`config.mk`:
```
export PLATFORM = sky130hd
export DESIGN_NAME = prio_encoder_q
export DESIGN_NICKNAME = d
export VERILOG_FILES = /design/src/rtl/prio_encoder_q.sv
export SDC_FILE = /design/constraint.sdc
export NUM_CORES = 1
export LEC_CHECK = 0
export ABC_CLOCK_PERIOD_IN_PS = 2200
export CORE_MARGIN = 8
export CORE_UTILIZATION = 45
export DETAILED_ROUTE_END_ITERATION = 7
export DONT_BUFFER_PORTS = 1
export PLACE_DENSITY_LB_ADDON = 0.08
export REMOVE_ABC_BUFFERS = 1
export SYNTH_ARGS = -nofsm -noshare
export SYNTH_HDL_FRONTEND = slang
export SYNTH_SLANG_ARGS = --single-unit
export TNS_END_PERCENT = 30
```
`constraint.sdc`:
```
create_clock -name clk -period 2.2 [get_ports clk]
set_input_delay 0.44 -clock clk [delete_from_list [all_inputs] [get_ports clk]]
set_output_delay 0.44 -clock clk [all_outputs]
set_load 0.01 [all_outputs]
```
`src/rtl/prio_encoder_q.sv`:
```
// Registered priority encoder with pending-request latch, mask and valid/ready grant output.
// Optional round-robin arbitration is enabled by defining PRIO_ENC_RR_EN.
module prio_encoder_q #(
  parameter int unsigned N          = 16,
  parameter bit          HIGH_FIRST = 1'b1,
  localparam int unsigned W         = $clog2(N)
) (
  input  logic         clk,
  input  logic         rst_n,
  input  logic [N-1:0] req_i,
  input  logic [N-1:0] mask_i,
  input  logic         out_ready,
  output logic         out_valid,
  output logic [W-1:0] out_idx,
  output logic [N-1:0] pend_o
);

  typedef enum logic {
    IDLE = 1'b0,
    HOLD = 1'b1
  } state_t;

  state_t         state_q;
  state_t         state_d;
  logic [N-1:0]   pend_q;
  logic [N-1:0]   pend_d;
  logic [N-1:0]   clr;
  logic [N-1:0]   elig;
  logic           hs;
  logic           any_elig;
  logic [W-1:0]   sel;
  logic [W-1:0]   sel_fix;
  logic [W-1:0]   idx_d;
  logic           valid_d;

  // The granted bit is removed from eligibility in the same cycle so back-to-back grants never repeat it.
  assign hs       = out_valid & out_ready;
  assign clr      = hs ? (N'(1) << out_idx) : '0;
  assign elig     = pend_q & ~mask_i & ~clr;
  assign pend_d   = (pend_q & ~clr) | req_i;
  assign any_elig = |elig;
  assign pend_o   = pend_q;

  // Fixed-priority search: the last hit in scan order wins.
  always_comb begin
    sel_fix = '0;
    if (HIGH_FIRST) begin
      for (int i = 0; i < int'(N); i++) begin
        if (elig[i]) sel_fix = W'(i);
      end
    end else begin
      for (int i = int'(N) - 1; i >= 0; i--) begin
        if (elig[i]) sel_fix = W'(i);
      end
    end
  end

`ifdef PRIO_ENC_RR_EN
  logic [W-1:0] ptr_q;
  logic         seen_q;
  logic [W-1:0] last;
  logic         rr_on;
  logic [W-1:0] sel_rr;
  logic         found;
  int           cand;

  // During a handshake the index being granted is already the most recent grant.
  assign last  = hs ? out_idx : ptr_q;
  assign rr_on = hs | seen_q;

  always_ff @(posedge clk) begin
    if (!rst_n) begin
      ptr_q  <= '0;
      seen_q <= 1'b0;
    end else if (hs) begin
      ptr_q  <= out_idx;
      seen_q <= 1'b1;
    end
  end

  // Rotating search starting next to the last grant, the last grant itself checked last.
  always_comb begin
    sel_rr = '0;
    found  = 1'b0;
    cand   = 0;
    for (int k = 1; k <= int'(N); k++) begin
      if (HIGH_FIRST) cand = (int'(last) + int'(N) - k) % int'(N);
      else            cand = (int'(last) + k) % int'(N);
      if (!found && elig[cand]) begin
        sel_rr = W'(cand);
        found  = 1'b1;
      end
    end
  end

  assign sel = rr_on ? sel_rr : sel_fix;
`else
  assign sel = sel_fix;
`endif

  // Next-state and registered-output logic.
  always_comb begin
    state_d = state_q;
    valid_d = out_valid;
    idx_d   = out_idx;
    case (state_q)
      IDLE: begin
        if (any_elig) begin
          idx_d   = sel;
          valid_d = 1'b1;
          state_d = HOLD;
        end
      end
      HOLD: begin
        if (hs) begin
          if (any_elig) begin
            idx_d = sel;
          end else begin
            valid_d = 1'b0;
            state_d = IDLE;
          end
        end
      end
      default: begin
        valid_d = 1'b0;
        state_d = IDLE;
      end
    endcase
  end

  always_ff @(posedge clk) begin
    if (!rst_n) begin
      state_q   <= IDLE;
      pend_q    <= '0;
      out_valid <= 1'b0;
      out_idx   <= '0;
    end else begin
      state_q   <= state_d;
      pend_q    <= pend_d;
      out_valid <= valid_d;
      out_idx   <= idx_d;
    end
  end

endmodule

```
## Word level (Yosys, flattened, before mapping)

Index checks and enable logic that the tools add are counted.

- Equality and inequality tests: 3
- Reduce and logical (&&, ||, !) cells: 2
- Bitwise logic cells: 8
- Muxes and demuxes: 26
- Shifts and indexed selects: 1

Operators by type and width:

| cell | number |
|---|---|
| $mux 4 | 16 |
| $and 16x16->16 | 3 |
| $not 16->16 | 2 |
| $mux 16 | 1 |
| $or 16x16->16 | 1 |
| $reduce_or 16->1 | 1 |
| $shl 1x4->16 const A | 1 |
| $pmux 4 s2 | 1 |
| $mux 1 | 6 |
| $ne 2x2->1 const B | 2 |
| $pmux 1 s2 | 2 |
| $reduce_and 3->1 | 1 |
| $ne 2x1->1 const B | 1 |
| $and 1x1->1 | 1 |
| $not 1->1 | 1 |

- Output and inout port bits: 21
- Register bits after elaboration: 22
- Input port bits: 35
- Logic and storage cells: 44

## Longest topological paths before layout

Gate-level depths: netlist of run 1.

- Word-level depth: 22
- Mapped depth: 7
- Gate-level depth less buffers: 6

## Least setup slack after synthesis of run 1

OpenSTA, ideal clock, no wires.

- Path kind: register to register
- From: register out_valid
- To: register out_idx[0]
- Buffers on the path: 0
- Setup slack: -169 ps
- Required time: 2078 ps
- Cell stages (with the launch flop): 7
- Clock period less this slack: 2369 ps
- Library setup time: 122 ps
- Arrival time: 2247 ps
- Cells stage by stage: dfxtp_1 > and4bb_4 > a311oi_2 > or4_4 > o41ai_4 > a211oi_1 > a311o_1

- Word-level cells in the longest chain between the ends: 22
- Elaborated cells between the ends (all ways): 24
- Classes of those cells: 1 x eq/ne; 19 x mux; 3 x bitwise; 1 x reduce/logical

Ends and longest elaborated chain:

| what | line | RTL |
|---|---|---|
| from (decl) | 13 | `output logic out_valid,` |
| from (signal assigned) | 140 | `out_valid <= valid_d;` |
| $and 1x1->1 * | 37 | `assign hs = out_valid & out_ready;` |
| $mux 16 | 38 | `assign clr = hs ? (N'(1) << out_idx) : '0;` |
| $not 16->16 | 39 | `assign elig = pend_q & ~mask_i & ~clr;` |
| $and 16x16->16 | 39 |  |
| $mux 1 | 49 | `if (elig[i]) sel_fix = W'(i);` |
| $mux 4 (14 in a row) | 49 |  |
| $mux 4 | 108, 116 |  |
| $mux 4 | 115 | `if (hs) begin` |
| $pmux 4 s2 | 106 | `case (state_q)` |
| to (signal assigned) | 141 | `out_idx <= idx_d;` |
| to (decl) | 14 | `output logic [W-1:0] out_idx,` |

Mark *: on every way between the ends. The rest lies on a longest branch, timed or not. The select of a mux whose other input is x is not followed.
A chain may end at the register's enable or synchronous reset.

## Final worst setup path of run 1

- From: register out_idx[2]
- To: register out_idx[0]

- Word-level cells in the longest chain between the ends: 22
- Elaborated cells between the ends (all ways): 23
- Classes of those cells: 1 x shift; 19 x mux; 2 x bitwise; 1 x reduce/logical

Ends and longest elaborated chain:

| what | line |
|---|---|
| $shl 1x4->16 * | 38 |
| $mux 16 * | 38 |
| $not 16->16 * | 39 |
| $and 16x16->16 * | 39 |
| $mux 1 | 49 |
| $mux 4 (14 in a row) | 49 |
| $mux 4 * | 108, 116 |
| $mux 4 | 115 |
| $pmux 4 s2 * | 106 |

Marks and branches as above.

==> flow_summary_export.csv, run 1 <==
group,metric,value,unit
global_routing,grt_pass1_vias,1488,
sta,period_minus_slack,2.24,ns
route,first_pass_iters,4,
logic_synthesis,synthFlopType,"dfxtp_1",
placed_design,portBuffers,0,
global_routing,grt_pass1_wl,6.78,mm
clocking,cts_max_level,1,
logic_synthesis,yosysWarnings,0,
clocking,insertion_delay,0.32,ns
sta,fmax,0.446,GHz
pwr,switching_share,0.302,
route,vias,1313,
pwr,p_per_area,665,mW/mm2
logic_synthesis,ys_seq_elements,22,
logic_synthesis,async_reset_ff_frac,0,
logic_synthesis,synth_cells,162,
route,drc,0,
cells_and_area,nets,235,
setup_path,cpPeakStageDelay,0.56,ns
clocking,clockRootBuffer,"clkbuf_4",
placed_design,place_area,0.00155,mm2
logic_synthesis,synth_edf_count,0,
run_status,failed_checks,"setup timing",
floorplanning,core,0.00271,mm2
floorplanning,rows,19,
pwr,switching_power,330,uW
cells_and_area,final_common_cell,"buf_4",
setup_path,crit_fanout,5,
sta,holdWs,0.229,ns
route,ant_nets,0,
floorplanning,initial_utilization,0.468,
sta,worstMarginPinSlew,0.396,ns
pwr,combinationalPowerShare,0.272,
global_routing,grt_usage,0.167,
cells_and_area,fillers,272,
placed_design,gp_congestion,0.920,
clocking,cts.sinks,22,
pwr,total_leakage_power,0.000710,uW
cells_and_area,layout_common_cells,"buf_4 (37), inv_1 (20), a21oi_1 (20), dfxtp_1 (19), o21ai_0 (16)",
floorplanning,dieArea,0.00477,mm2
logic_synthesis,seq_area_frac_synth,0.347,
cells_and_area,antenna_cells,0,
floorplanning,die_h,69.1,um
cells_and_area,layout-drive-gt1-share,0.276,
run,cap_violations,0,
setup_path,crit_type,"flop to flop",
sta,slew_viol_final,0,
clocking,cts_buffers,3,
logic_synthesis,syn-cell-area,0.00127,mm2
global_routing,antenna_found_initial,0,
sta,hold_viol,0,
cells_and_area,finish.instance_area,0.00165,mm2
pwr,power_frac_clock,0.290,
route,totalWireLength,4.04,mm
sta,setup_tns,-0.0801,ns
setup_path,setup.worst_path.end_class,"flop",
sta,final-setup-viol-count,2,
clocking,clk_path_buf_depth,2,
route,via_per_inst,5.71,
logic_synthesis,syn_avg_cell_area,7.82,um2
clocking,cts_tree,"yes",
placed_design,dp.cells,225,
setup_path,cp.required,2.42,ns
sta,min_period_over_period,1.02,
cells_and_area,final_cells,230,
pwr,power.internal,765,uW
sta,skew,0.00102,ns
sta,rsz0062_at_grt,"yes",
clocking,holdBufCountCts,0,
pwr,seq_power_share,0.438,
run_status,status,"finished with violations",
cells_and_area,syn2layout_area_growth,29.9,%
setup_path,critPathSlowestCell,"or4_4",
route,drtIter0Drc,64,
global_routing,grt_max_degree,14,
floorplanning,die_w,69.1,um
sta,fin_ws,-0.0441,ns
clocking,clk_pin_slew,0.13,ns
setup_path,critical_path.cell_chain,"and4bb_4, a311oi_2, or4_4, o41ai_4, a211oi_1, a311o_1",
logic_synthesis,synth_cell_type_count,38,
floorplanning,io_pins,56,
global_routing,gr-total-overflow,0,
hold_path,worstHoldPathType,"input port to flop",
pwr,irDropWorstVdd,0.412,mV
setup_path,start_kind,"flop",
setup_path,cp.arrival,2.47,ns
placed_design,hpwl,3.29,mm
sta,timing.slew.headroom,0.736,
route,wl_per_cell,17.6,um
[layout make-up]
class	instances	area, um2	area share
clock buffer	3	22.5	0.0137
clock inverter	1	30.0	0.0182
inverter	20	75.1	0.0456
multi-input combinational	116	758	0.460
sequential	22	444	0.270
tap	31	38.8	0.0236
timing repair buffer	37	278	0.169
[timing repair]
item                       4_1_cts  5_1_grt
pin swaps                        4        1
resized for setup                9        6
setup buffers                    1        0
setup endpoints to repair        3        3
[per-stage QoR]
stage                     power [uW]  setup WS, ns  utilization
final                           1100       -0.0441        0.608
after global routing            1160        -0.152        0.608
after detailed placement         772        -0.156        0.573
after CTS                       1100       -0.0514        0.599
after floorplan                  636        -0.178            -
after global placement           768        -0.126        0.573
[cells by family after synthesis]
group	Yosys count	synth area share
AND/OR/NAND/NOR	52	0.249
buffers and inverters	24	0.0770
flip-flops	22	0.347
AO/OA/AOI/OAI	64	0.327
[synth_stat cells (all sizes together), types with 2 or more instances]
master,count,area (um2)
a21oi,20,100
a311oi,2,23.8
a31oi,2,12.5
and2,2,12.5
buf,2,15.0
clkbuf,2,7.51
dfxtp,22,440
inv,20,75.1
nand2,9,33.8
nand2b,6,37.5
nand4,3,18.8
nand4b,3,41.3
nor2,11,41.3
nor2b,10,62.6
nor3,2,10.0
o211ai,4,30.0
o21a,2,15.0
o21ai,22,110
o311ai,2,17.5
[final timing paths]
check / start / endpoint / slack [ns] / depth (start not counted)
setup reg to reg: out_idx[2]$_SDFFE_PN0P_ / out_idx[0]$_SDFFE_PN0P_ / -0.04 / 6
hold / removal: req_i[7] / pend_o[7]$_SDFF_PN0_ / 0.23 / 2
hold reg to reg: out_idx[3]$_SDFFE_PN0P_ / out_idx[3]$_SDFFE_PN0P_ / 0.51 / 2
setup / recovery: out_idx[2]$_SDFFE_PN0P_ / out_idx[0]$_SDFFE_PN0P_ / -0.04 / 6
[layer usage]
| metal | GRT usage | up-vias | share of wire |
|---|---|---|---|
| li1 | - | 659 | - |
| met1 | 0.179 | 608 | 0.42 |
| met2 | 0.299 | 42 | 0.50 |
| met3 | 0.0529 | 4 | 0.078 |
| met4 | 0.0547 | 0 | 0.0077 |
| met5 | 0 | - | 0 |
[worst max-delay path, delay by kind of cell, from the launching register on]
family / cells / cell delay (ns)
AO/OA/AOI/OAI: 4 / 0.85
flip-flops: 1 / 0.36
AND/OR/NAND/NOR: 2 / 0.94
[power groups by stage]
stage               sequential, uW  combinational, uW  clock, uW
floorplan                      491                145          0
global placement               487                281          0
detailed placement             488                284          0
CTS                            480                290        329
global route                   486                333        336
finish                         480                298        317
[flip-flops by register name (all words and copies together), names as in the netlist]
register / flops
out_idx: 4
out_valid: 1
pend_o: 16
state_q: 1
Power figures use the tool's default switching activity.
==> run 2: changes to the inputs <==
ABC_AREA = 1   (was unset)
==> run 2 against run 1 <==
Effect of this change:
- the run now ends clean
- hold slack gained 0.018 ns
- clock power is 42% lower
- combinational power shrank 45%
- die area decreased by 6.9%
- fmax up 13%
- critical path depth is 5 higher
==> flow_summary_export.csv, run 2 <==
group,metric,value,unit
run_status,status,"finished, final reports clean",
pwr,power.internal,558,uW
sta,hold_viol,0,
setup_path,cp.arrival,2.19,ns
cells_and_area,fillers,272,
sta,skew,0.00248,ns
logic_synthesis,yosysMostFrequentCell,"nand2_1",
setup_path,crit_buf_inv,1,
pwr,irDropWorstVdd,0.393,mV
cells_and_area,layout_common_cells,"nand2_1 (44), inv_1 (29), nor2_1 (25), a21oi_1 (22), dfxtp_1 (17)",
logic_synthesis,synth_cell_type_count,21,
pwr,seq_power_share,0.581,
route,drc,0,
cells_and_area,post-route-util,0.496,
setup_path,start_kind,"flop",
hold_path,worstHoldPathType,"input port to flop",
clocking,clk_path_buf_depth,2,
clocking,clk_pin_slew,0.12,ns
route,first_pass_iters,4,
floorplanning,initial_utilization,0.470,
pwr,p_per_area,686,mW/mm2
logic_synthesis,synthFlopType,"dfxtp_1",
floorplanning,rows,18,
setup_path,crit_type,"flop to flop",
sta,timing.slew.headroom,0.649,
sta,worstMarginPinSlew,0.524,ns
sta,rsz0062_at_grt,"no",
floorplanning,die_h,66.7,um
sta,final-setup-viol-count,0,
clocking,cts_setup_buffers,0,
placed_design,gp_congestion,0.840,
route,vias,1093,
logic_synthesis,synth_cells,181,
global_routing,grt_pass1_vias,1136,
route,totalWireLength,3.02,mm
cells_and_area,final_common_cell,"nand2_1",
clocking,cts_tree,"yes",
sta,setup_tns,0,ns
setup_path,critical_path.cell_chain,"nor2_1, nand2_1, o21ai_1, nor2_1, or3_1, nor2_2, nand3_2, nand2_4, inv_2, o21ai_1, a21oi_1",
global_routing,grt_max_degree,20,
setup_path,crit_fanout,6,
logic_synthesis,async_reset_ff_frac,0,
setup_path,critPathSlowestCell,"dfxtp_2",
global_routing,antenna_found_initial,0,
cells_and_area,largest_reg_flops,16,
cells_and_area,final-seq-area,447,um2
pwr,switching_share,0.332,
pwr,switching_power,277,uW
setup_path,cp.required,2.40,ns
cells_and_area,antenna_cells,0,
route,drtIter0Drc,28,
sta,fmax,0.502,GHz
logic_synthesis,synth_top_cell_by_area,"dfxtp_1",
setup_path,critical_path.top_delay_family,"simple AND/OR/NAND/NOR gates",
cells_and_area,layout-drive-gt1-share,0.137,
logic_synthesis,synth_edf_count,0,
floorplanning,dieArea,0.00444,mm2
setup_path,setup.worst_path.end_class,"flop",
cells_and_area,multiInputGateArea,583,um2
cells_and_area,syn2layout_area_growth,5.42,%
clocking,cts_buffers,3,
clocking,clockRootBuffer,"clkbuf_4",
global_routing,grt_pass1_wl,5.06,mm
logic_synthesis,syn-cell-area,0.00115,mm2
route,wl_per_cell,14.2,um
clocking,insertion_delay,0.30,ns
logic_synthesis,synth_common_cells,"nand2_1 (44), inv_1 (29), nor2_1 (25)",
pwr,power_frac_clock,0.221,
floorplanning,core,0.00245,mm2
floorplanning,io_pins,56,
pwr,combinationalPowerShare,0.198,
run,cap_violations,0,
logic_synthesis,seq_area_frac_synth,0.381,
route,ant_nets,0,
logic_synthesis,ys_seq_elements,22,
clocking,cts_max_level,1,
route,via_per_inst,5.13,
placed_design,portBuffers,0,
logic_synthesis,syn_avg_cell_area,6.38,um2
floorplanning,die_w,66.7,um
logic_synthesis,yosysWarnings,0,
sta,period_minus_slack,1.99,ns
cells_and_area,nets,220,
logic_synthesis,synth_area_leaders,"dfxtp_1 (38%), nand2_1 (14%), a21oi_1 (9.5%), inv_1 (9.4%), nor2_1 (8.1%)",
placed_design,hpwl,2.51,mm
setup_path,cpPeakStageDelay,0.39,ns
sta,holdWs,0.246,ns
clocking,cts.sinks,22,
pwr,total_leakage_power,0.000584,uW
global_routing,gr-total-overflow,0,
logic_synthesis,netlist.area_leader.share,0.381,
sta,slew_viol_final,0,
global_routing,grt_usage,0.141,
sta,min_period_over_period,0.906,
[run 2: changes by cell type after synthesis, sizes merged, moves of 4 or more]
cell    previous run  this run
nand3              1         7
or2                0         4
nor3               2         6
o21ai             22         9
inv               20        33
nand2              9        46
nor2b             10         0
o211ai             4         0
nor2              11        28
nand2b             6         0
[run 2: metal layers]
metal  track usage  vias to the layer above  part of all wire
li1              -                      565                 -
met1         0.166                      487              0.41
met2         0.233                       37              0.49
met3        0.0453                        4             0.087
met4        0.0480                        0            0.0093
met5             0                        -                 0
[run 2: layout make-up]
class                   count  share of cell area
flip-flops and latches     22               0.367
clock buffers               3              0.0185
inverters                  34               0.105
well taps                  30              0.0308
multi-input cells         124               0.479
[run 2: metrics by stage]
step	std cells	setup slack [ns]	instance area [um2]	power, uW
2_1_floorplan	180	0.415	1150	618
5_1_grt	213	0.0222	1220	894
3_3_place_gp	210	0.106	1190	655
4_1_cts	213	0.0730	1210	847
6_report	213	0.207	1220	835
3_5_place_dp	210	0.0976	1190	658
[run 2: cell families (layout without fill, tap and decap cells)]
kind of cell,Yosys count,count (layout),synth area share
AND/OR/NAND/NOR,93,93,0.371
buffers and inverters,35,37,0.114
flip-flops,22,22,0.381
AO/OA/AOI/OAI,31,31,0.134
[run 2: worst paths after layout]
| path | start | to | slack [ns] | cells past startpoint |
|---|---|---|---|---|
| setup / recovery | out_idx[0]$_SDFFE_PN0P_ | out_idx[1]$_SDFFE_PN0P_ | 0.21 | 11 |
| setup reg to reg | out_idx[0]$_SDFFE_PN0P_ | out_idx[1]$_SDFFE_PN0P_ | 0.21 | 11 |
| hold reg to reg | pend_o[6]$_SDFF_PN0_ | pend_o[6]$_SDFF_PN0_ | 0.54 | 2 |
| hold / removal | req_i[14] | pend_o[14]$_SDFF_PN0_ | 0.25 | 2 |
[run 2: worst reg2reg max path: cells and delay by family (launching register included)]
family	cells	cell delay, ns
simple gates	7	1.13
flops	1	0.39
compound gates	3	0.32
buf+inv	1	0.04
[run 2: power groups by stage]
stage	Clock [uW]	Sequential, uW	Combinational (uW)
final	185	485	165
after global placement	0	493	162
after global routing	209	492	193
after detailed placement	0	493	165
after CTS	197	484	166
after floorplan	0	482	136
[run 2: timing repair]
action                                  4_1_cts  5_1_grt
endpoints found under the setup margin        0        5
hold buffers                                  0        0
gates resized for setup                       0        5
==> run 3: changes to the inputs <==
GPL_ROUTABILITY_DRIVEN = 0   (was unset)
SETUP_SLACK_MARGIN = 0.2   (was unset)
==> run 3 against run 2 <==
Effect of this change:
- clock power hardly changed
- via count up 2.4%
- global-route usage unchanged
- clock skew increased by 0.0043 ns
- largest cell class unchanged
- hold slack got worse by 0.0058 ns
- critical path type unchanged
- non-clock buffer count is 4 higher
- sequential share of layout area decreased by 3.1 points
- setup slack gained 0.078 ns
- routed wire length up 3.7%
- combinational power is 25% higher
- critical path depth is 1 higher
==> flow_summary_export.csv, run 3 (synthesized netlist as in run 2, its figures left out) <==
group,metric,value,unit
hold_path,min_path_cells,2,
sta,min_period_over_period,0.870,
floorplanning,initial_utilization,0.470,
route,via_per_inst,5.16,
run_status,status,"finished, final reports clean",
setup_path,crit_type,"flop to flop",
pwr,combinationalPowerShare,0.232,
cells_and_area,nets,224,
clocking,holdBufCountCts,0,
clocking,clockRootBuffer,"clkbuf_4",
setup_path,start_kind,"flop",
placed_design,pre_cts_slack,0.0976,ns
floorplanning,io_pins,56,
cells_and_area,finish.instance_area,0.00137,mm2
hold_path,holdCritStartpoint,"req_i[14]",
placed_design,portBuffers,0,
pwr,switching_share,0.349,
placed_design,place_area,0.00119,mm2
cells_and_area,antenna_cells,0,
sta,timing.slew.headroom,0.644,
floorplanning,dieArea,0.00444,mm2
sta,period_minus_slack,1.91,ns
route,ant_nets,0,
cells_and_area,largest_reg_flops,16,
clocking,cts_tree,"yes",
cells_and_area,syn2layout_area_growth,18.5,%
floorplanning,rows,18,
sta,rsz0062_at_grt,"yes",
sta,final-setup-viol-count,0,
global_routing,grt_usage,0.141,
sta,worstMarginPinSlew,0.530,ns
setup_path,critical_path.top_delay_family,"simple AND/OR/NAND/NOR gates",
setup_path,cp.required,2.41,ns
pwr,irDropWorstVdd,0.406,mV
clocking,cts_buffers,3,
route,wl_per_cell,14.4,um
setup_path,cp.arrival,2.12,ns
global_routing,grt_max_degree,20,
route,totalWireLength,3.13,mm
global_routing,antenna_found_initial,0,
pwr,power.internal,579,uW
sta,fmax,0.522,GHz
clocking,insertion_delay,0.31,ns
setup_path,cpMostUsedCell,"nand2_1",
cells_and_area,final_common_cell,"nand2_1",
setup_path,crit_buf_inv,2,
setup_path,crit_fanout,6,
pwr,power,889,uW
global_routing,grt_pass1_vias,1136,
floorplanning,core,0.00245,mm2
setup_path,regToRegEndpoint,"out_idx[1]$_SDFFE_PN0P_",
setup_path,setup.worst_path.end_class,"flop",
run,cap_violations,0,
setup_path,critPathSlowestCell,"dfxtp_4",
route,drtIter0Drc,41,
setup_path,critical_path.cell_chain,"inv_6, nor3_4, nand2_1, nand2_1, nand2_1, or3_4, nor2_4, nand3_4, nand2_4, inv_2, o21ai_1, a21oi_1",
placed_design,hpwl,2.51,mm
clocking,cts.sinks,22,
setup_path,cpPeakStageDelay,0.45,ns
global_routing,grt_pass1_wl,5.06,mm
route,vias,1119,
hold_path,worstHoldPathType,"input port to flop",
route,drc,0,
sta,skew,0.00676,ns
setup_path,rrSetupSlack,0.29,ns
floorplanning,die_h,66.7,um
pwr,p_per_area,650,mW/mm2
clocking,clk_pin_slew,0.12,ns
route,first_pass_iters,4,
global_routing,gr-total-overflow,0,
sta,hold_viol,0,
clocking,cts_max_level,1,
clocking,clk_path_buf_depth,2,
setup_path,r2r-start,"out_idx[0]$_SDFFE_PN0P_",
pwr,seq_power_share,0.558,
pwr,switching_power,310,uW
floorplanning,die_w,66.7,um
sta,slew_viol_final,0,
sta,fin_ws,0.285,ns
pwr,power_frac_clock,0.210,
cells_and_area,layout-drive-gt1-share,0.241,
pwr,total_leakage_power,0.000633,uW
sta,setup_tns,0,ns
cells_and_area,layout_common_cells,"nand2_1 (40), inv_1 (27), a21oi_1 (22), nor2_1 (21), dfxtp_1 (17)",
setup_path,reg2reg_depth,12,
hold_path,hold_end,"pend_o[14]$_SDFF_PN0_",
-- run 3: how the worst max path moves through the flow --
| stage | slack [ns] | start | depth (start not counted) | endpoint |
|---|---|---|---|---|
| after floorplan | 0.41 | out_idx[0]$_SDFFE_PN0P_ | 12 | out_idx[1]$_SDFFE_PN0P_ |
| after global placement | 0.11 | out_idx[2]$_SDFFE_PN0P_ | 13 | out_idx[1]$_SDFFE_PN0P_ |
| after detailed placement | 0.1 | out_idx[2]$_SDFFE_PN0P_ | 13 | out_idx[1]$_SDFFE_PN0P_ |
| after CTS | 0.21 | out_idx[2]$_SDFFE_PN0P_ | 13 | out_idx[1]$_SDFFE_PN0P_ |
| after global routing | 0.16 | out_idx[0]$_SDFFE_PN0P_ | 12 | out_idx[1]$_SDFFE_PN0P_ |
| final | 0.29 | out_idx[0]$_SDFFE_PN0P_ | 12 | out_idx[1]$_SDFFE_PN0P_ |
-- run 3: cell type report --
| cell class | count | area (um2) |
|---|---|---|
| fillers | 249 | 1090 |
| multi-input cells | 124 | 682 |
| flip-flops and latches | 22 | 459 |
| inverters | 34 | 138 |
| well taps | 30 | 37.5 |
| repair buffers | 4 | 30.0 |
| clock buffers | 3 | 22.5 |
-- run 3: per-layer routing --
layer  up-vias  wire, um  track usage
met1       507      1310        0.166
met3         4       256       0.0453
met5         -         0            0
met2        31      1530        0.233
li1        577         -            -
met4         0        29       0.0480
-- run 3: timing repair --
| action | in CTS | in global routing |
|---|---|---|
| setup endpoints to repair | 5 | 5 |
| cloned | 0 | 0 |
| pin swaps | 0 | 10 |
| buffers inserted | 0 | 4 |
| resized for setup | 5 | 36 |
-- run 3: power by group through the flow --
stage	clock network, uW	registers (uW)	logic (uW)
global placement	0	493	162
CTS	197	487	166
finish	187	496	207
floorplan	0	482	136
detailed placement	0	493	165
global route	209	504	234
-- run 3: metrics by stage --
stage	hold WS, ns	std cells	utilization
floorplan	0.506	180	-
global placement	0.524	210	0.484
detailed placement	0.534	210	0.484
CTS	0.235	213	0.496
global route	0.225	217	0.558
finish	0.241	217	0.558
